File: src/rtl/tile_scheduler.sv
// rtl/tile_scheduler.sv - walks the K-tile / row-block / D-tile loop nest for one layer
// and issues one tile command per valid/ready handshake.
module tile_scheduler #(
  parameter int IDX_W = 11,
  parameter int DIM_W = 7,
  parameter int N_W   = 32
) (
  input  logic             clk,
  input  logic             rst,
  input  logic             start_i,
  input  logic [1:0]       layer_type_i,
  input  logic [IDX_W-1:0] in_D_i,
  input  logic [IDX_W-1:0] out_K_i,
  input  logic [DIM_W-1:0] tile_D_i,
  input  logic [DIM_W-1:0] tile_K_i,
  input  logic [DIM_W-1:0] out_R_i,
  input  logic [DIM_W-1:0] out_C_i,
  input  logic [N_W-1:0]   tile_n_i,
  output logic             tile_valid_o,
  input  logic             tile_ready_i,
  output logic [IDX_W-1:0] k_idx_o,
  output logic [IDX_W-1:0] d_idx_o,
  output logic [DIM_W-1:0] cur_K_o,
  output logic [DIM_W-1:0] cur_D_o,
  output logic [DIM_W-1:0] row_start_o,
  output logic [DIM_W-1:0] rows_o,
  output logic             first_d_o,
  output logic             last_d_o,
  output logic             busy_o,
  output logic             done_o,
  output logic             err_o
);

  localparam int CNT_W = $clog2(N_W + 1);

  typedef enum logic [1:0] {IDLE, CALC, ISSUE, DONE} state_t;

  state_t state, state_nx;

  logic [1:0]       type_q;
  logic [IDX_W-1:0] in_d_q, out_k_q;
  logic [DIM_W-1:0] tile_d_q, tile_k_q, out_r_q, out_c_q;
  logic [N_W-1:0]   quo_q;
  logic [DIM_W-1:0] rem_q;
  logic [CNT_W-1:0] div_cnt;
  logic [DIM_W-1:0] rpt_q;
  logic [IDX_W-1:0] k_q, d_q;
  logic [DIM_W-1:0] row_q;
  logic             err_q;

  logic             zero_dim, is_dw, issue, fire, cmd_last, div_done;
  logic [DIM_W:0]   div_shift;
  logic             div_ge;
  logic [DIM_W-1:0] div_diff, rem_nx;
  logic [N_W-1:0]   quo_nx;
  logic             q_big;
  logic [DIM_W-1:0] rpt_nx;
  logic [IDX_W:0]   tile_k_x, tile_d_x, k_left, d_left, k_sum, d_sum;
  logic [DIM_W:0]   r_left, r_sum;
  logic [DIM_W-1:0] cur_k, cur_d, rows;
  logic             k_last, r_last, d_last, last_d, first_d;

  assign zero_dim = (in_D_i == '0) || (out_K_i == '0) || (tile_D_i == '0) ||
                    (tile_K_i == '0) || (out_R_i == '0) || (out_C_i == '0);
  assign is_dw    = (type_q == 2'd1);
  assign issue    = (state == ISSUE);
  assign fire     = issue && tile_ready_i;
  assign div_done = (div_cnt == CNT_W'(N_W));

  // One restoring-division step per cycle: quotient bits shift in at the bottom
  // of quo_q as the dividend bits shift out of its top.
  assign div_shift = {rem_q, quo_q[N_W-1]};
  assign div_ge    = (div_shift >= {1'b0, out_c_q});
  assign div_diff  = div_shift[DIM_W-1:0] - out_c_q;
  assign rem_nx    = div_ge ? div_diff : div_shift[DIM_W-1:0];
  assign quo_nx    = {quo_q[N_W-2:0], div_ge};

  assign q_big  = (quo_q > {{(N_W-DIM_W){1'b0}}, out_r_q});
  assign rpt_nx = (quo_q == '0) ? DIM_W'(1) : (q_big ? out_r_q : quo_q[DIM_W-1:0]);

  assign tile_k_x = {{(IDX_W+1-DIM_W){1'b0}}, tile_k_q};
  assign tile_d_x = {{(IDX_W+1-DIM_W){1'b0}}, tile_d_q};
  assign k_left   = {1'b0, out_k_q} - {1'b0, k_q};
  assign d_left   = {1'b0, in_d_q} - {1'b0, d_q};
  assign k_sum    = {1'b0, k_q} + tile_k_x;
  assign d_sum    = {1'b0, d_q} + tile_d_x;
  assign r_left   = {1'b0, out_r_q} - {1'b0, row_q};
  assign r_sum    = {1'b0, row_q} + {1'b0, rpt_q};

  assign cur_k   = (tile_k_x < k_left) ? tile_k_q : k_left[DIM_W-1:0];
  assign cur_d   = (tile_d_x < d_left) ? tile_d_q : d_left[DIM_W-1:0];
  assign rows    = ({1'b0, rpt_q} < r_left) ? rpt_q : r_left[DIM_W-1:0];
  assign k_last  = (k_sum >= {1'b0, out_k_q});
  assign r_last  = (r_sum >= {1'b0, out_r_q});
  assign d_last  = (d_sum >= {1'b0, in_d_q});
  assign last_d  = is_dw || d_last;
  assign first_d = is_dw || (d_q == '0);

  assign cmd_last = fire && last_d && r_last && k_last;

  always_ff @(posedge clk) begin
    if (rst) state <= IDLE;
    else     state <= state_nx;
  end

  always_comb begin
    state_nx = state;
    case (state)
      IDLE:    if (start_i) state_nx = zero_dim ? DONE : CALC;
      CALC:    if (div_done) state_nx = ISSUE;
      ISSUE:   if (cmd_last) state_nx = DONE;
      DONE:    state_nx = IDLE;
      default: state_nx = IDLE;
    endcase
  end

  always_ff @(posedge clk) begin
    if (rst) begin
      type_q   <= '0;
      in_d_q   <= '0;
      out_k_q  <= '0;
      tile_d_q <= '0;
      tile_k_q <= '0;
      out_r_q  <= '0;
      out_c_q  <= '0;
      quo_q    <= '0;
      rem_q    <= '0;
      div_cnt  <= '0;
      rpt_q    <= '0;
      k_q      <= '0;
      d_q      <= '0;
      row_q    <= '0;
      err_q    <= 1'b0;
    end else begin
      case (state)
        IDLE: begin
          if (start_i) begin
            type_q   <= layer_type_i;
            in_d_q   <= in_D_i;
            out_k_q  <= out_K_i;
            tile_d_q <= tile_D_i;
            tile_k_q <= tile_K_i;
            out_r_q  <= out_R_i;
            out_c_q  <= out_C_i;
            quo_q    <= tile_n_i;
            rem_q    <= '0;
            div_cnt  <= '0;
            k_q      <= '0;
            d_q      <= '0;
            row_q    <= '0;
            err_q    <= zero_dim;
          end
        end
        CALC: begin
          if (!div_done) begin
            quo_q   <= quo_nx;
            rem_q   <= rem_nx;
            div_cnt <= div_cnt + CNT_W'(1);
          end else begin
            rpt_q <= rpt_nx;
          end
        end
        ISSUE: begin
          // D is innermost, then row blocks, then K tiles.
          if (fire) begin
            if (!last_d) begin
              d_q <= d_sum[IDX_W-1:0];
            end else begin
              d_q <= '0;
              if (!r_last) begin
                row_q <= r_sum[DIM_W-1:0];
              end else begin
                row_q <= '0;
                if (!k_last) k_q <= k_sum[IDX_W-1:0];
              end
            end
          end
        end
        default: ;
      endcase
    end
  end

  // Command fields read as zero whenever no command is being offered.
  assign tile_valid_o = issue;
  assign k_idx_o      = issue ? k_q : '0;
  assign d_idx_o      = issue ? (is_dw ? k_q : d_q) : '0;
  assign cur_K_o      = issue ? cur_k : '0;
  assign cur_D_o      = issue ? (is_dw ? cur_k : cur_d) : '0;
  assign row_start_o  = issue ? row_q : '0;
  assign rows_o       = issue ? rows : '0;
  assign first_d_o    = issue && first_d;
  assign last_d_o     = issue && last_d;
  assign busy_o       = (state != IDLE);
  assign done_o       = (state == DONE);
  assign err_o        = err_q;

endmodule
File: config.mk
export PLATFORM = sky130hd
export DESIGN_NAME = tile_scheduler
export DESIGN_NICKNAME = d
export VERILOG_FILES = /design/src/rtl/tile_scheduler.sv
export SDC_FILE = /design/constraint.sdc
export NUM_CORES = 1
export LEC_CHECK = 0
export CORE_ASPECT_RATIO = 0.75
export CORE_MARGIN = 8
export CORE_UTILIZATION = 61
export CTS_BUF_LIST = sky130_fd_sc_hd__clkbuf_4 sky130_fd_sc_hd__clkbuf_8
export DETAILED_ROUTE_END_ITERATION = 16
export DONT_BUFFER_PORTS = 1
export PLACE_DENSITY = 0.77
export SYNTH_ARGS = -nofsm -noshare
export SYNTH_HDL_FRONTEND = slang
export SYNTH_SLANG_ARGS = --single-unit
export TNS_END_PERCENT = 50
File: constraint.sdc
create_clock -name clk -period 5 [get_ports clk]
set_clock_uncertainty 0.15 [all_clocks]
set_input_delay 1.25 -clock clk [delete_from_list [all_inputs] [get_ports clk]]
set_output_delay 1.25 -clock clk [all_outputs]
set_load 0.05 [all_outputs]
======== Word level (Yosys, flattened, before mapping) ========
Cells that the tools add are included.
storage, ports and cells
  flip-flop bits (word level) ............. 136
  input port bits ......................... 88
  output and inout port bits .............. 56
  logic and storage cells ................. 118
operators by class
  add/subtract/negate cells ............... 8
  magnitude comparators ................... 8
  eq/ne operators ......................... 13
  multiplexer cells ....................... 41
  reductions and logical operators ........ 32
operator list
  kind                                                                     count
  7-bit two-way mux                                                        16
  11-bit two-way mux                                                       10
  32-bit two-way mux                                                       2
  32-bit case mux with 2 select lines                                      1
  11-bit case mux with 2 select lines                                      2
  11-bit logical NOT                                                       3
  32-bit by 7-bit > comparator with 1-bit output                           1
  32-bit logical NOT                                                       1
  7-bit logical NOT                                                        4
  7-bit case mux with 2 select lines                                       2
  11-bit by 7-bit adder with 12-bit output                                 2
  12-bit by 11-bit >= comparator with 1-bit output                         2
  7-bit by 12-bit less-than comparator with 1-bit output                   2
  11-bit by 11-bit subtractor with 12-bit output                           2
  8-bit by 7-bit >= comparator with 1-bit output                           2
  6-bit two-way mux                                                        2
  6-bit case mux with 2 select lines                                       1
  3-bit AND reduction                                                      3
  7-bit by 7-bit adder with 8-bit output                                   1
  7-bit by 8-bit less-than comparator with 1-bit output                    1
  2-bit two-way mux                                                        4
  2-bit by 1-bit inequality test with 1-bit output, second input constant  4
  2-bit inequality test, second input constant                             4
  2-bit case mux with 4 select lines                                       1
  13 further kinds                                                         29

======== Depth between registers and ports, before layout ========
Gate-level depths: netlist (run 1).
  word-level depth ........................ 9
  gate-level depth with buffers ........... 19

======== Worst setup path before layout (run 1) ========
OpenSTA, ideal clock, no wires.
  path type ............................... reg2out
  start ................................... register k_q[0]
  end ..................................... output cur_D_o[4]
  arrival ................................. 4.101 ns
  required time ........................... 3.600 ns
  slack ................................... -0.501 ns
  cell stages (with the launch flop) ...... 17
  buffers on the path ..................... 1
  path through ............................ dfxtp_1 > ha_1 > inv_1 > fa_1 > a211oi_1 > o21bai_1 > a21oi_1 > xnor2_1 > inv_1 > ha_1 > nand2_1 > a21o_1 > a32oi_1 > o211a_1 > buf_2 > mux2i_1 > a211oi_1
on the way
  cells in the longest elaborated chain, start to end .. 5
ends and longest elaborated chain
  what                                                    line  text
  start: declaration                                      47    logic [IDX_W-1:0] k_q, d_q;
  start signal: assignment                                174   if (!k_last) k_q <= k_sum[IDX_W-1:0];
  11-bit by 11-bit subtractor with 12-bit output (*)      83    assign k_left = {1'b0, out_k_q} - {1'b0, k_q};
  7-bit by 12-bit less-than comparator with 1-bit output  90    assign cur_k = (tile_k_x < k_left) ? tile_k_q : k_left[DIM_W-1:0];
  7-bit two-way mux (*)                                   90
  7-bit two-way mux (*) (2 in series)                     189   assign cur_D_o = issue ? (is_dw ? cur_k : cur_d) : '0;
  end: declaration                                        24    output logic [DIM_W-1:0] cur_D_o,
Mark *: on every way between the ends. The rest lies on a longest branch, timed or not.

======== Worst setup path after layout (run 1) ========
  start ................................... register in_d_q[0]
  end ..................................... output cur_D_o[6]
on the way
  cells in the longest elaborated chain, start to end .. 5
ends and longest elaborated chain
  what                                                    line  text
  start: declaration                                      41    logic [IDX_W-1:0] in_d_q, out_k_q;
  start signal: assignment                                139   in_d_q <= in_D_i;
  11-bit by 11-bit subtractor with 12-bit output (*)      84    assign d_left = {1'b0, in_d_q} - {1'b0, d_q};
  7-bit by 12-bit less-than comparator with 1-bit output  91    assign cur_d = (tile_d_x < d_left) ? tile_d_q : d_left[DIM_W-1:0];
  7-bit two-way mux (*)                                   91
  7-bit two-way mux (*) (2 in series)                     189
Marks and branches as above.

==> metrics.yaml, run 1 <==
run_status:
  status: "complete, but fails checks"
  violations: "negative setup slack"
yosys:
  synth_top_cell_by_area: "dfxtp_1"
  synth_area_sq_um: 9952
  synthTopCellsByCount: "nand2_1 (171), a21oi_1 (139), dfxtp_1 (136), ha_1 (118), inv_1 (111)"
  postSynth.asyncResetShare_pct: 0
  ys_types: 68
  ys_warn_count: 0
  avgSynthCellArea_sq_um: 7.799
  synth_cells: 1276
  ys_ff_latch: 136
  synth.area.top_cells: "dfxtp_1 (27%), ha_1 (15%), a21oi_1 (7.0%)"
  syn_nets: 1489
  synth-edff-count: 0
  netlist.area_leader.share_pct: 27.36
  ys.flop_type: "dfxtp_1"
  synth_most_common_cell: "nand2_1"
  synth-seq-area-share_pct: 27.36
worst_setup_path:
  critPathMaxStageDelay_ps: 370
  start_kind: "register"
  crit_fanout: 4
  rr_worst_depth: 25
  setup.worst_path.class: "register to primary output"
  crit_chain: "inv_2 > ha_4 > inv_2 > fa_2 > a21o_1 > buf_6 > a221oi_4 > xor2_1 > ha_2 > a2111oi_4 > nor4_2 > nand4b_1 > buf_4 > nor3_2 > a211oi_4 > a211oi_2 > buf_6"
  reg2reg_from: "d_q[0]$_SDFFE_PP0P_"
  crit_slowest_cell: "fa_2"
  r2r_setup_slack_ps: 210
  r2r-end: "row_q[4]$_SDFFE_PP0P_"
  worstPathRequired_ps: 3600
  endpoint_kind: "primary output"
  cp.arrival_ps: 4280
global_routing:
  grt_pass1_wl_um: 48750
  grt_max_degree: 137
  antenna_found_initial: 0
  grt_overflow: 0
  grt.total_usage_pct: 28.94
  grt_pass1_vias: 9478
route:
  dr_total_vias: 10050
  drc_errors: 0
  viasPerCell: 6.391
  drt-total-wl_um: 31700
  post_drt_wl_per_cell_um: 20.17
  drt_iter0_markers: 1036
  dr.pass1.iters: 10
  ant_nets: 0
placed_design:
  place_ws_ps: -151.5
  gp_congestion: 0.9275
  post-dp-hpwl_um: 22090
  io_buffers: 0
floorplan:
  die_h_um: 126.6
  die_x_um: 163.5
  pin_count: 144
  start_util_pct: 62.14
  dieArea_sq_um: 20700
  core_area_sq_um: 16020
  rows: 40
timing:
  drv_slew: 0
  timing.fmax_mhz: 176.1
  slew_headroom_pct: 31.79
  setup_viol: 18
  hold_viol_final: 0
  timing.final.crit_share_pct: 113.6
  period_minus_slack_ps: 5678
  rsz0062_at_grt: "yes"
  finalWorstSetupSlack_ps: -677.5
  worst_slew_pin_slew_ps: 1022
power_and_ir_drop:
  peakVddDrop_uv: 322.2
  leakage_nw: 4.751
  power.density_nw_per_um2: 474.0
cells_and_area:
  utilization_pct: 74.44
  n_fill_cell: 1215
  final_nets: 1562
  multiInputGateArea_sq_um: 7089
  antenna_cells: 0
  area_growth_pct: 19.79
  drive_above_1_share_pct: 18.72
  final-seq-area_sq_um: 2738
cts:
  holdBufCountCts: 0
  cts-htree-levels: 4
  cts_tree: "done"
  cts_sinks: 136
  clock_path_buffers: 2
  clock_latency_ps: 460
  numCtsBuffers: 17
  clockRootBuffer: "clkbuf_8"
  path_clk_slew_ps: 90
run:
  maxCapViolCount: 0
worst_hold_path:
  whs_path_depth: 2
  worst_hold_startpoint: "out_c_q[2]$_SDFFE_PP0P_"
  hold_path.class: "register to register"
  min_to: "out_c_q[2]$_SDFFE_PP0P_"
-- layer usage --
metal	track usage (%)	wire, um
met1	39.31	14020
met2	43.74	13890
met3	7.014	2890
met4	10.51	905
met5	0	0
-- area by class of cell --
type                       count  share of cell area [%]
multi-input combinational    972                   59.47
sequential                   136                   22.96
timing repair buffer         111                   8.207
inverter                     111                   3.516
tap                          210                   2.204
clock buffer                  17                   1.963
clock inverter                15                   1.679
-- state kept, by name (all words and copies together) (netlist names), 11 cells and up --
register	cells
out_k_q	11
in_d_q	11
d_q	11
k_q	11
quo_q	32
-- logic make-up after synthesis --
kind of cell | count (synthesis) | share of synthesized area [%]
compound gates | 333 | 22.48
xor+xnor | 46 | 4.048
fa+ha+maj | 125 | 16.24
buf+inv | 168 | 6.374
flops | 136 | 27.36
mux | 26 | 2.728
simple gates | 442 | 20.77
-- worst max path at each step --
stage	from	to	slack [ps]	cells past startpoint
3_5_place_dp	d_q[0]$_SDFFE_PP0P_	last_d_o	-150	17
5_1_grt	in_d_q[0]$_SDFFE_PP0P_	cur_D_o[6]	-790	17
3_3_place_gp	in_d_q[0]$_SDFFE_PP0P_	cur_D_o[4]	50	17
4_1_cts	in_d_q[0]$_SDFFE_PP0P_	cur_D_o[2]	-380	15
6_report	in_d_q[0]$_SDFFE_PP0P_	cur_D_o[6]	-680	17
2_1_floorplan	out_r_q[0]$_SDFFE_PP0P_	rows_o[0]	-340	15
-- through the flow --
stage	std cells	hold slack, ps	area [sq um]	total power [mW]	TNS (ps)
after floorplan	1276	286.3	9982	3.374	-1843
after global placement	1508	290.0	10780	3.995	0
after detailed placement	1508	294.0	10780	4.072	-403.8
after CTS	1562	306.4	11630	5.401	-5478
after global routing	1572	328.4	11920	5.975	-8746
final	1572	309.1	11920	5.651	-5893
-- worst max-delay path: cells and delay by family (launching register included) --
family	cells	cell delay, ps
xor+xnor	1	270
fa+ha+maj	3	800
buf+inv	5	680
flops	1	340
simple gates	3	850
compound gates	5	880
-- cells in the final DEF, fill, tap and decap left out, drive strengths merged, types with 21 or more instances in the layout --
cell type,instances
buf,111
nand2,171
nor4,21
nor3,25
o21ai,36
a21oi,139
ha,118
xnor2,32
inv,122
nand3,37
nor2,102
a222oi,30
dfxtp,136
-- what timing repair did --
| action | in CTS | in global routing |
|---|---|---|
| resized for setup | 67 | 45 |
| pin swaps | 31 | 28 |
| setup endpoints to repair | 22 | 40 |
| setup buffers | 22 | 14 |
-- power by group --
| group | switching [mW] | internal [mW] |
|---|---|---|
| clock | 0.513 | 0.516 |
| combinational | 1.88 | 1.31 |
| sequential | 0.187 | 1.24 |
| total | 2.58 | 3.07 |
Power figures use the tool's default switching activity.
==> run 2, diff against run 1 <==
Settings changed: MAX_ROUTING_LAYER set to met4.
==> run 2 against run 1 <==
  * Sequential power is essentially flat
  * Largest cell class unchanged
  * Combinational power fell by 3%
  * Largest power group unchanged
  * Total power fell by 3.7%
  * Design area fell by 0.76%
  * Maximum frequency rose by 3.9%
  * Count of clock-buffer cells in the layout stayed put
  * The run still ends with negative setup slack left
  * Hold slack improved by 3.6 ps
  * Critical path type unchanged
==> metrics.yaml, run 2 (synthesized netlist as in run 1, its figures left out) <==
route:
  viasPerCell: 6.273  # was 6.391
  dr.pass1.iters: 10  # unchanged
  drt_iter0_markers: 1225  # was 1036
  ant_nets: 0  # unchanged
  dr_total_vias: 9799  # was 10050
  drc_errors: 0  # unchanged
  post_drt_wl_per_cell_um: 19.59  # was 20.17 um
  drt-total-wl_um: 30590  # was 31700 um
cells_and_area:
  instances_no_fill: 1562  # was 1572
  n_fill_cell: 1202  # was 1215
  final_cell_mix: "nand2_1 (167), a21oi_1 (130), dfxtp_1 (127)"  # was nand2_1 (169), a21oi_1 (130), dfxtp_1 (126)
  largest_register: "quo_q"  # unchanged
  area_growth_pct: 18.88  # was 19.79%
  drive_above_1_share_pct: 18.34  # was 18.72%
  multiInputGateArea_sq_um: 7098  # was 7089 sq um
  final-seq-area_sq_um: 2739  # was 2738 sq um
  final_nets: 1552  # was 1562
  utilization_pct: 73.88  # was 74.44%
  final_common_cell: "nand2_1"  # unchanged
  largest_reg_flops: 32  # unchanged
  antenna_cells: 0  # unchanged
timing:
  timing.final.crit_share_pct: 109.3  # was 113.6%
  drv_slew: 0  # unchanged
  worst_slew_pin_slew_ps: 1079  # was 1022 ps
  period_minus_slack_ps: 5467  # was 5678 ps
  rsz0062_at_grt: "yes"  # unchanged
  hold_viol_final: 0  # unchanged
  setup_viol: 19  # was 18
  finalWorstSetupSlack_ps: -466.7  # was -677.5 ps
  timing.fmax_mhz: 182.9  # was 176.1 MHz
  slew_headroom_pct: 27.42  # was 31.79%
placed_design:
  dpl.cell_count: 1511  # was 1508
  gp_congestion: 0.9231  # was 0.9275
  io_buffers: 0  # unchanged
  post-dp-hpwl_um: 21730  # was 22090 um
  place_ws_ps: -82.94  # was -151.5 ps
power_and_ir_drop:
  p_seq_share_pct: 26.2  # was 25.3%
  clkPwrFrac_pct: 17.2  # was 18.2%
  peakVddDrop_uv: 254.9  # was 322.2 uV
  swShare_pct: 46.15  # was 45.64%
  p_switching_mw: 2.512  # was 2.579 mW
  power.density_nw_per_um2: 460.1  # was 474.0 nW/um^2
  leakage_nw: 4.632  # was 4.751 nW
  p_int_mw: 2.931  # was 3.072 mW
  power_frac_comb_pct: 56.6  # was 56.5%
worst_setup_path:
  crit_top_cell: "inv_2"
  start_kind: "register"  # unchanged
  crit_slowest_cell: "fa_2"  # unchanged
  crit_chain: "inv_2 > ha_4 > inv_2 > fa_2 > a21o_1 > a21oi_2 > xor2_2 > ha_1 > nand3_2 > a21oi_4 > a2111oi_4 > nor4_2 > and4b_2 > nand2_2 > buf_6 > o211ai_1 > o211a_1 > buf_12"  # was inv_2 > ha_4 > inv_2 > fa_2 > a21o_1 > buf_6 > a221oi_4 > xor2_1 > ha_2 > a2111oi_4 > nor4_2 > nand4b_1 > buf_4 > nor3_2 > a211oi_4 > a211oi_2 > buf_6
  setup.worst_path.class: "register to primary output"  # unchanged
  worstPathRequired_ps: 3600  # about the same
  endpoint_kind: "primary output"  # unchanged
  cp.arrival_ps: 4070  # was 4280 ps
  crit_fanout: 4  # unchanged
  critPathMaxStageDelay_ps: 350  # was 370 ps
cts:
  holdBufCountCts: 0  # unchanged
  cts_sinks: 136  # unchanged
  clock_path_buffers: 2  # unchanged
  numCtsBuffers: 17  # unchanged
  path_clk_slew_ps: 90  # about the same
  cts_tree: "done"  # unchanged
  cts-htree-levels: 4  # unchanged
  clock_latency_ps: 460  # about the same
  clockRootBuffer: "clkbuf_8"  # unchanged
floorplan:
  pin_count: 144  # unchanged
  start_util_pct: 62.14  # unchanged
  dieArea_sq_um: 20700  # unchanged
  die_x_um: 163.5  # unchanged
  rows: 40  # unchanged
  die_h_um: 126.6  # unchanged
  core_area_sq_um: 16020  # unchanged
run_status:
  violations: "negative setup slack"  # unchanged
  status: "complete, but fails checks"  # unchanged
global_routing:
  grt_overflow: 0  # unchanged
  grt.total_usage_pct: 29.27  # was 28.94%
  grt_pass1_vias: 9101  # was 9478
  grt_max_degree: 137  # unchanged
  antenna_found_initial: 0  # unchanged
  grt_pass1_wl_um: 47710  # was 48750 um
worst_hold_path:
  hold_path.class: "register to register"  # unchanged
run:
  maxCapViolCount: 0  # unchanged
## run 2: cell count changes in the layout (fill, tap and decap cells not counted), moves of 3 or more
cell,previous run,this run
ha_1,109,106
buf_4,91,81
ha_4,4,7
nand2_2,1,4
inv_6,9,4
## run 2: path summary, 6_finish.rpt
| kind | endpoint | depth (start not counted) | startpoint | slack, ps |
|---|---|---|---|---|
| hold reg to reg | out_c_q[4]$_SDFFE_PP0P_ | 2 | out_c_q[4]$_SDFFE_PP0P_ | 310 |
| setup / recovery | cur_D_o[3] | 18 | in_d_q[0]$_SDFFE_PP0P_ | -470 |
| hold / removal | out_c_q[4]$_SDFFE_PP0P_ | 2 | out_c_q[4]$_SDFFE_PP0P_ | 310 |
| setup reg to reg | row_q[3]$_SDFFE_PP0P_ | 20 | d_q[0]$_SDFFE_PP0P_ | 390 |
## run 2: worst max-delay path, delay by kind of cell (launching register included)
family | cells | cell delay (ps)
adder cells (fa/ha/maj) | 3 | 820
XOR/XNOR | 1 | 90
AO/OA/AOI/OAI | 6 | 1080
AND/OR/NAND/NOR | 4 | 850
flip-flops | 1 | 330
buffers and inverters | 4 | 420
## run 2: per-stage QoR
stage / hold slack [ps] / TNS (ps) / power, mW / instance area [sq um]
final: 312.7 / -4561 / 5.443 / 11830
after global routing: 332.6 / -8256 / 5.768 / 11830
after CTS: 305.4 / -3562 / 5.214 / 11630
after detailed placement: 293.9 / -272.5 / 4.055 / 10800
after global placement: 288.3 / 0 / 3.995 / 10800
after floorplan: 286.3 / -1843 / 3.374 / 9982
## run 2: layout make-up
class / count / share of cell area [%]
clock buffer: 17 / 1.978
clock inverter: 15 / 1.322
inverter: 111 / 3.522
multi-input combinational: 972 / 59.99
sequential: 136 / 23.15
tap: 210 / 2.221
timing repair buffer: 101 / 7.815
## run 2: per-layer routing
layer | global-route usage [%] | routed length, um | up-vias
li1 | - | - | 4708
met1 | 40.13 | 13990 | 4585
met2 | 42.10 | 13250 | 447
met3 | 6.690 | 2634 | 59
met4 | 8.800 | 718 | 0
met5 | - | 0 | -
## run 2: power groups by stage
| stage | clock network [mW] | logic, mW | registers, mW |
|---|---|---|---|
| final | 0.934 | 3.08 | 1.43 |
| after global placement | 0 | 2.56 | 1.43 |
| after CTS | 0.938 | 2.86 | 1.42 |
| after global routing | 0.984 | 3.34 | 1.45 |
| after detailed placement | 0 | 2.62 | 1.44 |
| after floorplan | 0 | 1.99 | 1.38 |
## run 2: what timing repair did
action	in CTS	in global routing
cloned	1	0
pin swaps	31	20
endpoints found under the setup margin	22	22
setup buffers	14	5
gates resized for setup	75	32
